`config.mk`:
```
export PLATFORM = sky130hd
export DESIGN_NAME = core_run_ctrl
export DESIGN_NICKNAME = d
export VERILOG_FILES = /design/src/rtl/core_pkg.sv /design/src/rtl/sw_debounce.sv /design/src/rtl/core_run_ctrl.sv
export SDC_FILE = /design/constraint.sdc
export NUM_CORES = 1
export LEC_CHECK = 0
export BUFFER_PORTS_ARGS = -buffer_cell sky130_fd_sc_hd__buf_2
export CORE_UTILIZATION = 45
export DETAILED_ROUTE_END_ITERATION = 12
export PLACE_DENSITY_LB_ADDON = 0.3
export SLEW_MARGIN = 20
export SYNTH_ARGS = -nofsm -noshare
export SYNTH_HDL_FRONTEND = slang
export SYNTH_HIERARCHICAL = 1
export SYNTH_SLANG_ARGS = --single-unit
```
`constraint.sdc`:
```
create_clock -name CLK -period 1.9 [get_ports CLK]
set_clock_uncertainty 0.1 [all_clocks]
set_input_delay 0.19 -clock CLK [delete_from_list [all_inputs] [get_ports CLK]]
set_output_delay 0.19 -clock CLK [all_outputs]
set_load 0.02 [all_outputs]
```
`src/rtl/core_pkg.sv`:
```
// Shared definitions for the single-cycle core and its run/step sequencer.
// The run-state encoding is visible on the STATE output, so it must stay fixed.
package core_pkg;

   typedef enum logic [1:0] {
      RS_IDLE = 2'b00,
      RS_RUN  = 2'b01,
      RS_STEP = 2'b10,
      RS_HALT = 2'b11
   } run_state_t;

   // Opcode of the halt (J) instruction, decoded by the core into HALT_REQ.
   localparam logic [5:0] OP_J = 6'b000010;

endpackage

```
`src/rtl/sw_debounce.sv`:
```
// Board switch conditioner: 2-FF synchronizer, stability counter and a
// one-cycle press pulse on each accepted rising level.
module sw_debounce
   import core_pkg::*;
#(
   parameter int DEBOUNCE_CYCLES = 1_000_000
) (
   input  logic clk,
   input  logic rst_n,
   input  logic sw,
   output logic press
);

   localparam int CNT_BITS = (DEBOUNCE_CYCLES > 1) ? $clog2(DEBOUNCE_CYCLES) : 1;
   localparam logic [CNT_BITS-1:0] CNT_LAST = CNT_BITS'(DEBOUNCE_CYCLES - 1);

   logic                sync_meta;
   logic                sync_out;
   logic [1:0]          sync_fill;
   logic [CNT_BITS-1:0] stable_cnt;
   logic                level_q;
   logic                level_d;
   logic                armed;

   always_ff @(posedge clk or negedge rst_n) begin
      if (!rst_n) begin
         sync_meta <= 1'b0;
         sync_out  <= 1'b0;
         sync_fill <= 2'b00;
      end else begin
         sync_meta <= sw;
         sync_out  <= sync_meta;
         sync_fill <= {sync_fill[0], 1'b1};
      end
   end

   always_ff @(posedge clk or negedge rst_n) begin
      if (!rst_n) begin
         stable_cnt <= '0;
         level_q    <= 1'b0;
      end else if (sync_out == level_q) begin
         stable_cnt <= '0;
      end else if (stable_cnt == CNT_LAST) begin
         level_q    <= sync_out;
         stable_cnt <= '0;
      end else begin
         stable_cnt <= stable_cnt + CNT_BITS'(1);
      end
   end

   // A switch held through reset must be seen released before it can press;
   // sync_fill keeps the reset-cleared synchronizer from faking that release.
   always_ff @(posedge clk or negedge rst_n) begin
      if (!rst_n) begin
         level_d <= 1'b0;
         armed   <= 1'b0;
         press   <= 1'b0;
      end else begin
         level_d <= level_q;
         armed   <= armed | (sync_fill[1] & ~sync_out);
         press   <= armed & level_q & ~level_d;
      end
   end

endmodule

```
`src/rtl/core_run_ctrl.sv`:
```
// Run/step sequencer for the single-cycle core: switch commands, PC breakpoint,
// halt handling and the retired-instruction counter.
module core_run_ctrl
   import core_pkg::*;
#(
   parameter int DEBOUNCE_CYCLES = 1_000_000,
   parameter int PC_W            = 32,
   parameter int CNT_W           = 32
) (
   input  logic             CLK,
   input  logic             RST_N,
   input  logic             SW_W,
   input  logic             SW_E,
   input  logic [PC_W-1:0]  PC,
   input  logic             HALT_REQ,
   input  logic             BP_EN,
   input  logic [PC_W-1:0]  BP_ADDR,
   output logic             CORE_EN,
   output logic             CORE_CLR,
   output logic [1:0]       STATE,
   output logic [CNT_W-1:0] INSTR_CNT
);

   run_state_t state_q;
   run_state_t state_d;
   logic       bp_skip;
   logic       bp_hit;
   logic       clr_d;
   logic       w_press;
   logic       e_press;

   sw_debounce #(.DEBOUNCE_CYCLES(DEBOUNCE_CYCLES)) u_deb_w (
      .clk   (CLK),
      .rst_n (RST_N),
      .sw    (SW_W),
      .press (w_press)
   );

   sw_debounce #(.DEBOUNCE_CYCLES(DEBOUNCE_CYCLES)) u_deb_e (
      .clk   (CLK),
      .rst_n (RST_N),
      .sw    (SW_E),
      .press (e_press)
   );

   // CORE_EN stays combinational so a breakpoint blocks the matching PC with no latency.
   always_comb begin
      state_d = state_q;
      CORE_EN = 1'b0;
      clr_d   = 1'b0;
      bp_hit  = BP_EN && (PC == BP_ADDR) && !bp_skip;
      case (state_q)
         RS_IDLE: begin
            if (w_press)
               state_d = RS_RUN;
            else if (e_press)
               state_d = RS_STEP;
         end
         RS_RUN: begin
            if (bp_hit) begin
               state_d = RS_IDLE;
            end else begin
               CORE_EN = 1'b1;
               if (HALT_REQ)
                  state_d = RS_HALT;
               else if (e_press)
                  state_d = RS_IDLE;
            end
         end
         RS_STEP: begin
            CORE_EN = 1'b1;
            state_d = HALT_REQ ? RS_HALT : RS_IDLE;
         end
         RS_HALT: begin
            if (w_press) begin
               state_d = RS_IDLE;
               clr_d   = 1'b1;
            end
         end
         default: state_d = RS_IDLE;
      endcase
   end

   always_ff @(posedge CLK or negedge RST_N) begin
      if (!RST_N) begin
         state_q   <= RS_IDLE;
         CORE_CLR  <= 1'b0;
         bp_skip   <= 1'b0;
         INSTR_CNT <= '0;
      end else begin
         state_q  <= state_d;
         CORE_CLR <= clr_d;
         if (clr_d)
            bp_skip <= 1'b0;
         else if (state_q == RS_RUN && bp_hit)
            bp_skip <= 1'b1;
         else if (CORE_EN)
            bp_skip <= 1'b0;
         if (clr_d)
            INSTR_CNT <= '0;
         else if (CORE_EN)
            INSTR_CNT <= INSTR_CNT + CNT_W'(1);
      end
   end

   assign STATE = state_q;

endmodule
```
==> flow_metrics.py, run 1 <==
metrics = {
    "power_and_ir_drop": {
        "leakage_uw": 0.00294,
        "ir_drop_mv": 1.05,
        "pwr_density_cell_mw_per_mm2": 1170,
    },
    "timing": {
        "finalSetupViolCount": 32,
        "drv_slew": 0,
        "fin_ws_ns": -0.194,
        "rsz0062_at_grt": "yes",
        "hold_viol": 0,
        "fin_crit_sh_pct": 110,
        "finalCriticalPeriod_ns": 2.09,
        "fin_tns_setup_ns": -3.44,
        "max_freq_mhz": 478,
    },
    "worst_setup_path": {
        "cp_max_fo": 8,
        "critPathRequiredTime_ns": 2.09,
        "path_class": "flip-flop to flip-flop",
        "r2r_slack_ns": -0.19,
        "reg2reg_from": "STATE[1]",
        "rr_worst_depth": 8,
        "crit_path_start_kind": "flip-flop",
        "arrival_ns": 2.29,
        "endpoint_kind": "flip-flop",
        "reg2reg_to": "INSTR_CNT[9]",
    },
    "place": {
        "placed_cell_area_mm2": 0.00629,
        "place.gp.congestion": 0.822,
        "numPortBuffers": 105,
        "hpwl_um": 8780,
    },
    "floorplanning": {
        "start_util_pct": 46.3,
        "chipHeight_um": 108,
        "die_x_um": 108,
        "rows": 38,
        "die_area_mm2": 0.0116,
        "boundaryPins": 106,
        "core_area_mm2": 0.0109,
    },
    "layout": {
        "final_common_cell": "buf_2",
        "layout_common_cells": "103 x buf_2, 77 x buf_4, 73 x dfrtp_1",
        "final_layout_size_suffix_gt1_share_pct": 42.1,
        "stdcell_area_mm2": 0.00708,
        "area_growth_pct": 40.6,
        "final_core_util_pct": 65.1,
        "diodes": 0,
        "final_nets": 786,
        "nFillCells": 858,
    },
    "synthesis": {
        "postSynthCellCount": 512,
        "synth_edf_count": 0,
        "ys_seq_elements": 92,
        "avgSynthCellArea_um2": 9.84,
        "synth_nets": 590,
        "yosysSeqAreaShare_pct": 45.7,
        "yosys_warnings": 6,
        "synth-main-ff-cell": "dfrtp_1",
        "synth-async-reset-ratio_pct": 100,
        "synth.distinct_cells": 55,
        "syn_area_mm2": 0.00504,
    },
    "clock_tree": {
        "cts_tree": "done",
        "clockRootBuffer": "clkbuf_8",
        "cts_inserted_buffers": 9,
        "clk_latency_ns": 0.36,
        "h-tree-depth": 3,
        "path_clk_slew_ns": 0.10,
        "clock_path_buffers": 2,
        "clock_sinks": 92,
    },
    "route": {
        "drc": 0,
        "firstDrtPassIters": 4,
        "drt_iter0_markers": 297,
        "via_per_inst": 5.54,
        "routed_wl_um": 13000,
        "drtAntennaViolNets": 0,
        "wl_per_cell_um": 15.3,
        "routed-via-count": 4723,
    },
    "run_status": {
        "outcome": "finished with violations",
        "violations": "negative setup slack",
    },
    "worst_hold_path": {
        "worstHoldPathType": "input pin to async pin",
    },
    "global_routing": {
        "antenna_found_initial": 0,
        "grt_max_degree": 49,
        "grt_util_all_layers_pct": 23.4,
        "grt_pass1_vias": 4791,
        "grt_first_pass_wirelength_um": 21600,
        "grt-ovfl-total": 0,
    },
    "job": {
        "cap_violations": 0,
    },
}
## flip-flops by register name, summed over array words and instances (netlist names), 2 cells and up
| register | count |
|---|---|
| INSTR_CNT | 32 |
| u_deb_e/sync_fill | 2 |
| u_deb_e/stable_cnt | 20 |
| STATE | 2 |
| u_deb_w/sync_fill | 2 |
| u_deb_w/stable_cnt | 20 |
## worst max path at each step
stage                     start       endpoint  cells past startpoint
floorplan              STATE[0]  INSTR_CNT[31]                      7
global placement    BP_ADDR[22]        CORE_EN                      8
detailed placement  BP_ADDR[22]        CORE_EN                      8
CTS                    STATE[1]   INSTR_CNT[4]                      8
global route           STATE[1]  INSTR_CNT[14]                      7
finish                 STATE[1]   INSTR_CNT[9]                      8
## cell usage after synthesis, types with 2 or more instances
cell type / count / share of area [%]
nor4b_1: 4 / 0.70
or4_2: 2 / 0.35
nand4_1: 19 / 2.4
buf_2: 3 / 0.30
o31ai_1: 23 / 3.4
and4_1: 5 / 0.87
nor4_1: 11 / 1.4
buf_4: 3 / 0.45
xor2_1: 13 / 2.3
o21ai_2: 2 / 0.35
conb_1: 2 / 0.15
nor4_2: 3 / 0.75
nand2_1: 29 / 2.2
and3_1: 4 / 0.50
xnor2_1: 51 / 8.9
mux2_2: 3 / 0.67
and3_2: 2 / 0.30
and2_1: 4 / 0.50
nor2b_1: 2 / 0.25
a21oi_1: 36 / 3.6
nand4_4: 2 / 0.84
nor2_1: 48 / 3.6
mux2i_1: 6 / 1.2
nor3_1: 12 / 1.2
or4_1: 23 / 3.4
nand3_1: 23 / 2.3
dfrtp_1: 92 / 46
nand4_2: 3 / 0.75
clkbuf_1: 7 / 0.52
inv_1: 19 / 1.4
o21ai_0: 12 / 1.2
buf_6: 2 / 0.45
a21o_1: 2 / 0.30
or3_1: 12 / 1.5
ha_1: 8 / 2.0
## per-layer routing
layer	track usage [%]	vias to the layer above	share of wire, %
li1	-	2255	-
met2	42.1	110	53
met1	27.8	2336	43
met5	0	-	0
met4	9.39	0	1.7
met3	3.51	22	3.0
## per-stage QoR
stage          total power [µW]  cells  hold slack (ns)  setup WS, ns
2_1_floorplan              4380    512           -0.206        -0.153
3_3_place_gp               5800    812           0.0681        -0.238
3_5_place_dp               5910    812           0.0732        -0.255
4_1_cts                    8020    847            0.223        -0.178
5_1_grt                    8760    853            0.243        -0.256
6_report                   8260    853            0.214        -0.194
## layout make-up
| cell class | count | area (µm²) | area share, % |
|---|---|---|---|
| clock inverters | 7 | 98.8 | 1.40 |
| clock buffers | 9 | 124 | 1.75 |
| multi-input cells | 385 | 2870 | 40.5 |
| repair buffers | 200 | 1410 | 19.9 |
| flip-flops and latches | 92 | 2330 | 32.8 |
| inverters | 20 | 80.1 | 1.13 |
| well taps | 140 | 175 | 2.47 |
## kinds of logic after synthesis
family	share of synthesized area (%)
compound gates	10.1
other cells	0.149
fa+ha+maj	1.99
mux	1.86
buf+inv	3.40
xor+xnor	11.1
simple gates	25.6
flops	45.7
## critical path, cell delays in order (launching register included)
cell and delay (ns):
dfrtp_2 0.45, inv_4 0.07, ha_4 0.30, o21ai_4 0.07
buf_12 0.13, buf_12 0.11, buf_12 0.12, or4_4 0.51
a21oi_2 0.16
## report_power, final
part | internal (µW) | leakage, µW | switching, µW | total (µW)
sequential | 2300 | 0.00110 | 308 | 2610
clock | 748 | 0.000110 | 721 | 1470
combinational | 2020 | 0.00173 | 2160 | 4180
## timing repair
action	in CTS	in global routing
buffers inserted	13	6
resized for setup	48	25
pin swaps	39	14
hold buffers	3	0
endpoints found under the setup margin	33	39
endpoints found under the hold margin	31	0
cloned	3	0
Power figures use the tool's default switching activity.
==> run 2, diff against run 1 <==
Clock period 1.9 ns to 2.6 ns, I/O delays scaled along.
==> flow_metrics.py, run 2 (synthesized netlist as in run 1, its figures left out) <==
metrics = {
    "run_status": {
        "outcome": "complete, no violations",
    },
    "clock_tree": {
        "path_clk_slew_ns": 0.09,
        "cts_tree": "done",
        "clock_path_buffers": 2,
        "clockRootBuffer": "clkbuf_8",
        "clk_latency_ns": 0.35,
        "post_cts_buffers": 0,
        "clock_sinks": 92,
        "cts_inserted_buffers": 9,
        "h-tree-depth": 3,
    },
    "floorplanning": {
        "core_area_mm2": 0.0109,
        "rows": 38,
        "die_area_mm2": 0.0116,
        "start_util_pct": 46.3,
        "boundaryPins": 106,
        "die_x_um": 108,
        "chipHeight_um": 108,
    },
    "worst_setup_path": {
        "path_class": "flip-flop to output pin",
        "cp_max_fo": 16,
        "crit_path_start_kind": "flip-flop",
        "endpoint_kind": "output pin",
        "critPathRequiredTime_ns": 2.24,
        "reg2reg_from": "STATE[1]",
        "startpoint": "STATE[1]",
        "r2r_slack_ns": 0.28,
        "arrival_ns": 2.04,
    },
    "layout": {
        "final_common_cell": "buf_2",
        "largest_reg_flops": 32,
        "biggestRegsByFlops": "INSTR_CNT (32), u_deb_e/stable_cnt (20), u_deb_w/stable_cnt (20)",
        "final_layout_size_suffix_gt1_share_pct": 25.0,
        "top_register": "INSTR_CNT",
        "diodes": 0,
        "final_nets": 702,
        "layout_common_cells": "104 x buf_2, 92 x dfrtp_1, 51 x xnor2_1",
        "area_growth_pct": 18.9,
    },
    "power_and_ir_drop": {
        "ir_drop_mv": 0.409,
        "pwr_density_cell_mw_per_mm2": 788,
        "leakage_uw": 0.00244,
    },
    "route": {
        "wl_met1_um": 4920,
        "wl_per_cell_um": 13.9,
        "routed_wl_um": 10700,
        "wl_met3_um": 408,
        "routed.top_layer": "met4",
        "via_per_inst": 5.47,
        "drtAntennaViolNets": 0,
        "met2WireLength_um": 5170,
        "routed-via-count": 4203,
        "drt_iter0_markers": 291,
        "firstDrtPassIters": 5,
        "drc": 0,
    },
    "timing": {
        "rsz0062_at_grt": "no",
        "max_freq_mhz": 417,
        "fin_tns_setup_ns": 0,
        "drv_slew": 0,
        "worstMarginPinSlew_ns": 0.528,
        "finalSetupViolCount": 0,
        "finalCriticalPeriod_ns": 2.40,
        "fin_crit_sh_pct": 92.3,
        "relSlewSlack_pct": 64.4,
        "worst_hold_slack_ns": 0.253,
        "hold_viol": 0,
    },
    "place": {
        "hpwl_um": 7830,
        "place.gp.congestion": 0.852,
        "numPortBuffers": 105,
    },
    "global_routing": {
        "grt_first_pass_wirelength_um": 18300,
        "antenna_found_initial": 0,
        "grt_max_degree": 44,
        "grt_util_all_layers_pct": 19.7,
        "grt-ovfl-total": 0,
        "grt_pass1_vias": 3990,
    },
    "worst_hold_path": {
        "worstHoldPathType": "flip-flop to flip-flop",
        "hp-start": "u_deb_e/sync_fill[0]",
    },
    "job": {
        "cap_violations": 0,
    },
}
## run 2: cell types whose count changed in the layout (fill, tap and decap cells not counted), moves of 6 or more
cell,before,now
dfrtp_1,73,92
dfrtp_2,19,0
or4_4,6,0
nor4_1,5,11
buf_4,77,8
buf_6,8,0
## run 2: path summary, 6_finish.rpt
check / cells after the start / end
worst max register to register: 7 / INSTR_CNT[27]
worst min-delay path: 0 / u_deb_e/sync_fill[1]
max in group asynchronous: 3 / INSTR_CNT[21]
worst min register to register: 0 / u_deb_e/sync_fill[1]
min in group asynchronous: 2 / INSTR_CNT[31]
worst max-delay path: 6 / CORE_EN
## run 2: where the power goes
part	switching [µW]	total [µW]	internal (µW)
clock	502	1000	499
sequential	274	1940	1660
combinational	1110	1780	667
total	1890	4720	2830
## run 2: final cells by class
cell class                 instances  area (µm²)
tap                              140         175
sequential                        92        2300
fill                             950        4900
timing repair buffer             117         651
clock buffer                      11         151
inverter                          20        75.1
multi-input combinational        384        2570
clock inverter                     5        58.8
## run 2: timing repair
| item | 4_1_cts | 5_1_grt |
|---|---|---|
| hold buffers | 3 | 0 |
| resized for setup | 0 | 1 |
| endpoints found under the setup margin | 0 | 1 |
| hold endpoints to repair | 29 | 0 |
## run 2: critical path, stage by stage, from the launching register on
cell and delay, ns:
dfrtp_1 0.44, inv_1 0.10, ha_1 0.29, o21ai_4 0.37
buf_4 0.27, nor2_1 0.06, buf_2 0.15
## run 2: metal layers
layer,up-vias,track usage (%)
li1,2083,-
met1,2017,26.0
met2,85,32.4
met3,18,3.75
met4,0,6.85
met5,-,0
## run 2: stage by stage
step	total power [µW]	std cells	util (%)	instance area [µm²]	worst slack, ns
6_report	4720	769	55.0	5990	0.200
3_5_place_dp	3720	750	52.7	5740	0.330
5_1_grt	5050	769	55.0	5990	0.0781
4_1_cts	4730	769	54.9	5980	0.0445
2_1_floorplan	3120	512	-	5040	0.410
3_3_place_gp	3650	750	52.7	5740	0.411
==> run 3, diff against run 2 <==
Settings changed: RECOVER_POWER set to 50.
==> flow_metrics.py, run 3 (synthesized netlist as in run 1, its figures left out) <==
metrics = {
    "layout": {
        "diodes": 0,
        "final_cells": 769,
        "biggestRegsByFlops": "INSTR_CNT (32), u_deb_e/stable_cnt (20), u_deb_w/stable_cnt (20)",
        "final_common_cell": "buf_2",
        "final_layout_size_suffix_gt1_share_pct": 24.0,
        "area_growth_pct": 18.7,
        "largest_reg_flops": 32,
        "layout_common_cells": "99 x buf_2, 92 x dfrtp_1, 51 x xnor2_1",
        "top_register": "INSTR_CNT",
        "final_nets": 702,
        "nFillCells": 953,
    },
    "timing": {
        "fin_ws_ns": 0.198,
        "max_freq_mhz": 416,
        "rsz0062_at_grt": "no",
        "drv_slew": 29,
        "worstMarginPinSlew_ns": 1.71,
        "hold_viol": 0,
        "fin_tns_setup_ns": 0,
        "fin_crit_sh_pct": 92.4,
        "finalSetupViolCount": 0,
        "relSlewSlack_pct": -14.2,
        "finalCriticalPeriod_ns": 2.40,
    },
    "worst_hold_path": {
        "worstHoldPathType": "flip-flop to flip-flop",
    },
    "global_routing": {
        "grt-ovfl-total": 0,
        "antenna_found_initial": 0,
        "grt_util_all_layers_pct": 19.7,
        "grt_pass1_vias": 3990,
        "grt_max_degree": 44,
        "grt_first_pass_wirelength_um": 18300,
    },
    "clock_tree": {
        "clk_latency_ns": 0.36,
        "cts_inserted_buffers": 9,
        "h-tree-depth": 3,
        "clock_path_buffers": 2,
        "clockRootBuffer": "clkbuf_8",
        "clock_sinks": 92,
        "cts_tree": "done",
        "path_clk_slew_ns": 0.09,
        "post_cts_buffers": 0,
    },
    "route": {
        "drt_iter0_markers": 272,
        "firstDrtPassIters": 5,
        "drtAntennaViolNets": 0,
        "routed-via-count": 4211,
        "drc": 0,
        "wl_per_cell_um": 13.9,
        "via_per_inst": 5.48,
        "routed_wl_um": 10700,
    },
    "run_status": {
        "outcome": "finished with violations",
        "violations": "max-capacitance violations, max-slew violations",
    },
    "place": {
        "pre_cts_slack_ns": 0.330,
        "hpwl_um": 7830,
        "dp.cells": 750,
        "place.gp.congestion": 0.852,
        "numPortBuffers": 105,
    },
    "worst_setup_path": {
        "cp_slowest_cell": "dfrtp_1",
        "cp_top_family": "buffers and inverters",
        "crit_path_start_kind": "flip-flop",
        "critical_path.max_stage_delay_ns": 0.44,
        "path_cells": "inv_1, ha_1, o21ai_4, buf_4, nor2_1, buf_2",
        "cp_num_buf_inv": 3,
        "cp_max_fo": 16,
        "endpoint_kind": "output pin",
        "arrival_ns": 2.04,
        "path_class": "flip-flop to output pin",
        "critPathRequiredTime_ns": 2.24,
    },
    "floorplanning": {
        "die_area_mm2": 0.0116,
        "start_util_pct": 46.3,
        "rows": 38,
        "boundaryPins": 106,
        "die_x_um": 108,
        "core_area_mm2": 0.0109,
        "chipHeight_um": 108,
    },
    "power_and_ir_drop": {
        "total_power_uw": 4710,
        "pwr_density_cell_mw_per_mm2": 788,
        "leakage_uw": 0.00243,
        "ir_drop_mv": 0.408,
    },
    "job": {
        "cap_violations": 1,
    },
}
==> run 3: changes by cell type in the layout (fill, tap and decap cells not counted) <==
cell / previous run / this run
buf_2: 104 / 99
buf_4: 8 / 7
clkbuf_1: 0 / 6
==> run 3: cell type report <==
type	count	area, µm²	area share [%]
tap	140	175	2.93
timing repair buffer	117	641	10.7
clock inverter	5	58.8	0.984
clock buffer	11	151	2.53
inverter	20	75.1	1.26
sequential	92	2300	38.5
multi-input combinational	384	2570	43.1
==> run 3: stage by stage <==
step           util [%]  area, µm²  hold WS (ns)
6_report           54.9       5980         0.253
3_5_place_dp       52.7       5740         0.124
4_1_cts            54.9       5980         0.256
3_3_place_gp       52.7       5740         0.115
2_1_floorplan         -       5040        -0.136
5_1_grt            54.9       5980         0.265
==> run 3: worst paths after layout <==
path | startpoint | end | slack [ns] | cells after the start
max reg2reg | STATE[1] | INSTR_CNT[27] | 0.28 | 7
min in group asynchronous | RST_N | INSTR_CNT[24] | 0.77 | 2
min | u_deb_e/sync_fill[0] | u_deb_e/sync_fill[1] | 0.25 | 0
min reg2reg | u_deb_e/sync_fill[0] | u_deb_e/sync_fill[1] | 0.25 | 0
max in group asynchronous | RST_N | INSTR_CNT[0] | 0.51 | 3
max | STATE[1] | CORE_EN | 0.20 | 6
==> run 3: report_power, final <==
group | internal, µW | total, µW | leakage, µW | switching (µW)
Sequential | 1660 | 1940 | 0.00112 | 274
Combinational | 660 | 1770 | 0.00120 | 1110
Clock | 499 | 1000 | 0.000102 | 502
Total | 2820 | 4710 | 0.00243 | 1890
==> run 3: worst register-to-register path, delay by kind of cell (launching register included) <==
kind | cells | cell delay (ns)
AOI/OAI and AO/OA | 2 | 0.44
and+or+nand+nor | 3 | 0.76
buffers and inverters | 1 | 0.10
DFF | 1 | 0.44
adders and majority gates | 1 | 0.38
==> run 3: routing by layer <==
metal  vias to the layer above  GRT usage (%)  share of wire (%)
met3                        16           3.75                3.7
met4                         0           6.85                1.9
li1                       2086              -                  -
met5                         -              0                  0
met2                        85           32.4                 48
met1                      2024           26.0                 46
==> run 3: repair_timing <==
action                                  in CTS  in global routing
endpoints found under the hold margin       29                  0
resized for setup                            0                  1
hold buffers                                 3                  0
endpoints found under the setup margin       0                  1
